===== src/rtl/concat_pkg.sv =====
// concat_pkg: shared types and default widths for the header/nonce
// concatenator.
//   estado_t     IDLE / RUN / DONE state encoding
//   HDR_W_DEF    default header width
//   NONCE_W_DEF  default nonce width
package concat_pkg;

    typedef enum logic [1:0] {
        IDLE = 2'd0,
        RUN  = 2'd1,
        DONE = 2'd2
    } estado_t;

    localparam int HDR_W_DEF   = 96;
    localparam int NONCE_W_DEF = 32;

endpackage


===== src/rtl/contador_nonce.sv =====
// contador_nonce: loadable nonce counter with an inclusive upper limit.
//   clk, reset_L  clock, async active-low reset
//   load          latch valor_ini into the counter and limite into the limit register
//   en            advance the counter by one (wraps modulo 2^NONCE_W)
//   valor_ini     starting nonce
//   limite        last nonce, inclusive
//   nonce_q       current nonce
//   last          nonce_q equals the latched limit
module contador_nonce #(
    parameter int NONCE_W = 32
) (
    input  logic               clk,
    input  logic               reset_L,
    input  logic               load,
    input  logic               en,
    input  logic [NONCE_W-1:0] valor_ini,
    input  logic [NONCE_W-1:0] limite,
    output logic [NONCE_W-1:0] nonce_q,
    output logic               last
);

    logic [NONCE_W-1:0] fin_q;

    always_ff @(posedge clk or negedge reset_L) begin
        if (!reset_L) begin
            nonce_q <= '0;
            fin_q   <= '0;
        end else if (load) begin
            nonce_q <= valor_ini;
            fin_q   <= limite;
        end else if (en) begin
            // Natural overflow gives the wrap 2^NONCE_W-1 -> 0.
            nonce_q <= nonce_q + NONCE_W'(1);
        end
    end

    assign last = (nonce_q == fin_q);

endmodule


===== src/rtl/concatenador_barrido.sv =====
// concatenador_barrido: latches a block header, then sweeps the nonce range
// [nonce_ini .. nonce_fin] (inclusive, wrapping), emitting one {header, nonce}
// block per valid/ready transfer to the hash core.
//   clk, reset_L  clock, async active-low reset
//   start         begin a sweep (only honoured in IDLE)
//   entrada       header, latched with start
//   nonce_ini     first nonce, latched with start
//   nonce_fin     last nonce (inclusive), latched with start
//   ready_in      hash core accepts the current block
//   stop          (only with CONCAT_STOP_EN) abort the sweep after this cycle
//   bloque_in     {header_q, nonce_q}, header in MSBs
//   valid_out     bloque_in holds a valid block
//   busy          sweep in progress
//   done          one-cycle pulse after the sweep ends
// Optional feature macro: CONCAT_STOP_EN adds the stop input.
module concatenador_barrido
    import concat_pkg::*;
#(
    parameter int HDR_W   = HDR_W_DEF,
    parameter int NONCE_W = NONCE_W_DEF
) (
    input  logic                       clk,
    input  logic                       reset_L,
    input  logic                       start,
    input  logic [HDR_W-1:0]           entrada,
    input  logic [NONCE_W-1:0]         nonce_ini,
    input  logic [NONCE_W-1:0]         nonce_fin,
    input  logic                       ready_in,
`ifdef CONCAT_STOP_EN
    input  logic                       stop,
`endif
    output logic [HDR_W+NONCE_W-1:0]   bloque_in,
    output logic                       valid_out,
    output logic                       busy,
    output logic                       done
);

    estado_t            estado, estado_sig;
    logic [HDR_W-1:0]   header_q;
    logic [NONCE_W-1:0] nonce_q;
    logic               last;
    logic               carga, acepta, avanza, stop_w;

`ifdef CONCAT_STOP_EN
    assign stop_w = stop && (estado == RUN);
`else
    assign stop_w = 1'b0;
`endif

    assign carga  = (estado == IDLE) && start;
    assign acepta = (estado == RUN) && ready_in;
    // The final block and a stopped sweep leave the nonce where it is, so
    // bloque_in keeps showing the last block offered.
    assign avanza = acepta && !last && !stop_w;

    contador_nonce #(.NONCE_W(NONCE_W)) u_contador (
        .clk       (clk),
        .reset_L   (reset_L),
        .load      (carga),
        .en        (avanza),
        .valor_ini (nonce_ini),
        .limite    (nonce_fin),
        .nonce_q   (nonce_q),
        .last      (last)
    );

    always_ff @(posedge clk or negedge reset_L) begin
        if (!reset_L) begin
            estado   <= IDLE;
            header_q <= '0;
        end else begin
            estado <= estado_sig;
            if (carga) header_q <= entrada;
        end
    end

    always_comb begin
        estado_sig = estado;
        case (estado)
            IDLE:    if (start) estado_sig = RUN;
            RUN:     if (stop_w || (acepta && last)) estado_sig = DONE;
            DONE:    estado_sig = IDLE;
            default: estado_sig = IDLE;
        endcase
    end

    // All outputs decode straight from flops: no combinational path from
    // inputs, and valid_out can only fall through a RUN->DONE transition.
    assign bloque_in = {header_q, nonce_q};
    assign valid_out = (estado == RUN);
    assign busy      = (estado == RUN);
    assign done      = (estado == DONE);

endmodule


===== config.mk =====
export PLATFORM = sky130hd
export DESIGN_NAME = concatenador_barrido
export DESIGN_NICKNAME = d
export VERILOG_FILES = /design/src/rtl/concat_pkg.sv /design/src/rtl/contador_nonce.sv /design/src/rtl/concatenador_barrido.sv
export SDC_FILE = /design/constraint.sdc
export NUM_CORES = 1
export LEC_CHECK = 0
export CAP_MARGIN = 30
export CELL_PAD_IN_SITES_DETAIL_PLACEMENT = 2
export CELL_PAD_IN_SITES_GLOBAL_PLACEMENT = 2
export CORE_ASPECT_RATIO = 0.6
export CORE_MARGIN = 2
export CORE_UTILIZATION = 24
export CTS_BUF_LIST = sky130_fd_sc_hd__clkbuf_16
export CTS_CLUSTER_DIAMETER = 200
export DETAILED_ROUTE_END_ITERATION = 10
export PLACE_DENSITY = 0.76
export RECOVER_POWER = 100
export SYNTH_ARGS = -nofsm -noshare
export SYNTH_HDL_FRONTEND = slang
export SYNTH_SLANG_ARGS = --single-unit

===== constraint.sdc =====
create_clock -name clk -period 2.65 [get_ports clk]
set_clock_uncertainty 0.05 [all_clocks]
set_input_delay 0.53 -clock clk [delete_from_list [all_inputs] [get_ports clk]]
set_output_delay 0.53 -clock clk [all_outputs]
set_load 0.01 [all_outputs]

==> qor.json, run 1 <==
{
  "setup_path": {
    "cp.required_ps": 2920,
    "critPathLaunchType": "flop",
    "critical_path.max_fanout": 4,
    "critPathCaptureType": "flop",
    "endpoint_arrival_time_on_the_critical_path_ps": 2780,
    "reg2reg_setup_slack_ps": 140,
    "timing_worst_setup_path_type": "reg -> reg"
  },
  "finish": {
    "layout-area-overhead-vs-synth_pct": 59.3,
    "filler_cell_count": 3295,
    "drive_gt1_frac": 0.0803,
    "final_net_count": 1311,
    "ant_diodes": 0,
    "post-route-util": 0.387
  },
  "logic_synthesis": {
    "synth_largest_type_area_fraction": 0.560,
    "synthFlopType": "sky130_fd_sc_hd__dfrtp_1",
    "netlist-cell-type-count": 43,
    "async_flop_share": 1.00,
    "yosys.area.top_type": "sky130_fd_sc_hd__dfrtp_1",
    "yosys-top-cells-area": "sky130_fd_sc_hd__dfrtp_1, sky130_fd_sc_hd__nand2_1, sky130_fd_sc_hd__xor2_1",
    "yosys_warnings": 0,
    "synth.ff_latch_count": 162,
    "synth_area_per_cell_um2": 8.78,
    "synth_enable_flop_cells": 0,
    "syn_area_um2": 7240,
    "seq_area_frac_synth": 0.560,
    "syn_inst": 825,
    "synth_fp_nets": 990
  },
  "clock_network": {
    "clock-root-buffer": "sky130_fd_sc_hd__clkbuf_16",
    "cts.reportedPaths.clkPinSlew_ps": 70,
    "clock_tree_from_tritoncts": "done",
    "cts_htree_levels": 4,
    "insertion_delay_ps": 440,
    "numCtsBuffers": 17,
    "clockBufferDepth": 2,
    "post_cts_buffers": 0,
    "tritoncts_num_sinks": 162
  },
  "global_routing": {
    "grt_start_max_net_pins": 51,
    "overflow": 0,
    "grt_antenna_before_repair": 0,
    "first_pass_grt_wire_length_mm": 48.3,
    "first_global_vias": 7945,
    "groute.usage.overall": 0.199
  },
  "sta": {
    "totalNegativeSetupSlack_ps": 0,
    "setup_viol": 0,
    "finalHoldWorstSlack_ps": 419,
    "min_period_ps": 2510,
    "worst_pin_slew_ps": 1300,
    "grt_setup_unrepaired": "no",
    "timing.slew.headroom": 0.131,
    "final_max_slew_viol_count": 0,
    "final_min_period_over_clock_period": 0.947,
    "final_hold_viol_count": 0,
    "clock.fmax_mhz": 399
  },
  "detailed_routing": {
    "drt_iter0_drc": 344,
    "routed_wire_length_per_instance_um": 19.4,
    "avgViaCountPerCell": 4.53,
    "first_pass_iters": 4,
    "drtAntennaViolNets": 0,
    "finalWirelength_mm": 30.4,
    "dr_total_vias": 7101,
    "detail_route.drc_violations": 0
  },
  "power": {
    "ir_worst_vdd_mv": 0.336,
    "power_mw": 9.42,
    "power_density_nw_per_um2": 817,
    "p_leak_nw": 5.42
  },
  "place": {
    "detailedPlacementHpwl_mm": 22.8,
    "buffers_added_on_ports": 294,
    "final_wtd_congestion": 0.820
  },
  "die": {
    "core-area_um2": 29800,
    "floorplan.initialDensity": 0.243,
    "top_level_ports": 295,
    "core.rowCount": 49,
    "die_width_um": 228,
    "die_area_um2": 31600,
    "die_h_um": 139
  },
  "job": {
    "maxCapViolCount": 0
  },
  "run_status": {
    "status": "completed"
  },
  "hold_path": {
    "min_path_type": "reg -> reg"
  }
}
-- power breakdown --
part,switching [mW],internal (mW),total (mW)
Clock,1.11,1.48,2.58
Sequential,0.495,3.14,3.64
Combinational,1.66,1.53,3.20
-- worst max-delay path, stage by stage, from the launching register on --
cell and delay, ps:
sky130_fd_sc_hd__dfrtp_1 440, sky130_fd_sc_hd__xor2_1 220, sky130_fd_sc_hd__nor4_1 340, sky130_fd_sc_hd__nand4_1 350
sky130_fd_sc_hd__o211ai_2 460, sky130_fd_sc_hd__clkbuf_1 210, sky130_fd_sc_hd__mux2i_1 220, sky130_fd_sc_hd__nand3_1 100
-- per-stage QoR --
| step | instance area (µm²) | setup slack, ps | cells |
|---|---|---|---|
| 6_report | 11500 | 141 | 1566 |
| 5_1_grt | 11500 | 27.2 | 1566 |
| 4_1_cts | 11600 | 64.5 | 1566 |
| 3_5_place_dp | 11000 | -79.1 | 1534 |
| 3_3_place_gp | 11000 | -43.3 | 1534 |
| 2_1_floorplan | 7240 | 667 | 825 |
-- synth_stat cells, types with 8 or more instances --
library cell and instances:
sky130_fd_sc_hd__clkbuf_1 32, sky130_fd_sc_hd__nor2_1 15, sky130_fd_sc_hd__a31oi_1 9, sky130_fd_sc_hd__or3_1 9
sky130_fd_sc_hd__nand3_1 17, sky130_fd_sc_hd__nor3_1 10, sky130_fd_sc_hd__and2_1 8, sky130_fd_sc_hd__or4_1 9
sky130_fd_sc_hd__o211ai_1 10, sky130_fd_sc_hd__xor2_1 40, sky130_fd_sc_hd__nand2_1 416, sky130_fd_sc_hd__dfrtp_1 162
sky130_fd_sc_hd__o21ai_0 15
-- final timing paths --
path / startpoint / to / cells past startpoint
min in group asynchronous: reset_L / header_q[0] / 2
worst max register to register: u_contador.fin_q[25] / u_contador.nonce_q[23] / 7
worst min register to register: header_q[71] / header_q[71] / 2
max in group asynchronous: reset_L / header_q[92] / 3
worst min-delay path: header_q[71] / header_q[71] / 2
worst max-delay path: u_contador.fin_q[25] / u_contador.nonce_q[23] / 7
-- area by class of cell --
cell class,count,area (µm²),area share
Timing Repair Buffer,344,3340,0.290
Sequential cell,162,4050,0.351
Clock buffer,17,425,0.0369
Tap cell,408,510,0.0443
Clock inverter,14,164,0.0142
Multi-Input combinational cell,618,3030,0.262
Inverter,3,11.3,0.000976
-- cells in the final DEF (no fill, tap or decap), types with 2 or more instances in the layout --
master	netlist	routed
sky130_fd_sc_hd__xor2_1	40	40
sky130_fd_sc_hd__nor4_1	7	6
sky130_fd_sc_hd__a22oi_1	4	4
sky130_fd_sc_hd__or4_1	9	9
sky130_fd_sc_hd__nand2_1	416	415
sky130_fd_sc_hd__o21ai_0	15	15
sky130_fd_sc_hd__o211ai_2	3	2
sky130_fd_sc_hd__nand3b_1	2	2
sky130_fd_sc_hd__nand4_1	7	7
sky130_fd_sc_hd__inv_1	3	5
sky130_fd_sc_hd__mux2i_1	6	6
sky130_fd_sc_hd__clkbuf_16	0	17
sky130_fd_sc_hd__buf_12	0	4
sky130_fd_sc_hd__and3_1	3	3
sky130_fd_sc_hd__dfrtp_1	162	162
sky130_fd_sc_hd__o31ai_1	3	3
sky130_fd_sc_hd__a21oi_1	3	3
sky130_fd_sc_hd__nor3_1	10	10
sky130_fd_sc_hd__nor2_1	15	15
sky130_fd_sc_hd__clkinvlp_4	0	2
sky130_fd_sc_hd__clkdlybuf4s50_1	0	163
sky130_fd_sc_hd__nand3_1	17	17
sky130_fd_sc_hd__o2111ai_1	3	3
sky130_fd_sc_hd__or3_1	9	9
sky130_fd_sc_hd__clkbuf_2	0	6
sky130_fd_sc_hd__clkbuf_1	32	2
sky130_fd_sc_hd__dlygate4sd3_1	0	131
sky130_fd_sc_hd__inv_6	0	2
sky130_fd_sc_hd__o211ai_1	10	10
sky130_fd_sc_hd__nor2b_1	2	2
sky130_fd_sc_hd__nor2_2	2	2
sky130_fd_sc_hd__and2_1	8	7
sky130_fd_sc_hd__bufinv_16	0	3
sky130_fd_sc_hd__clkinv_2	0	2
sky130_fd_sc_hd__a31oi_1	9	9
sky130_fd_sc_hd__nor4_4	2	4
sky130_fd_sc_hd__buf_4	2	36
-- metal layers --
| layer | part of all wire | track usage | vias to the layer above |
|---|---|---|---|
| met5 | 0 | 0 | - |
| li1 | - | - | 3312 |
| met2 | 0.44 | 0.298 | 177 |
| met4 | 0.012 | 0.0437 | 0 |
| met3 | 0.076 | 0.0674 | 22 |
| met1 | 0.48 | 0.277 | 3590 |
-- flip-flops by register name, summed over array words and instances (netlist names) --
name	cells
estado	2
header_q	96
u_contador.fin_q	32
u_contador.nonce_q	32
-- logic make-up (layout without fill, tap and decap cells) --
logic type                 count (synthesis)  count (layout)  share of synthesized area
buffers and inverters                     45             378                     0.0275
adders and majority gates                  1               1                    0.00173
xor gates and xnor gates                  41              41                     0.0496
AOI/OAI and AO/OA                         53              53                     0.0496
and+or+nand+nor                          516             516                      0.302
muxes                                      7               7                    0.00985
DFF                                      162             162                      0.560
-- timing repair --
action / CTS / global route
cloned: 0 / 0
endpoints found under the hold margin: 37 / 0
endpoints found under the setup margin: 8 / 9
resized for setup: 1 / 3
hold buffers: 1 / 0
Power figures use the tool's default switching activity.
==> inputs of run 2 (changes only) <==
- CTS_CLUSTER_SIZE: default -> 40
==> results of run 2 <==
The final DEF is identical to that of run 1; final timing and power are the same.
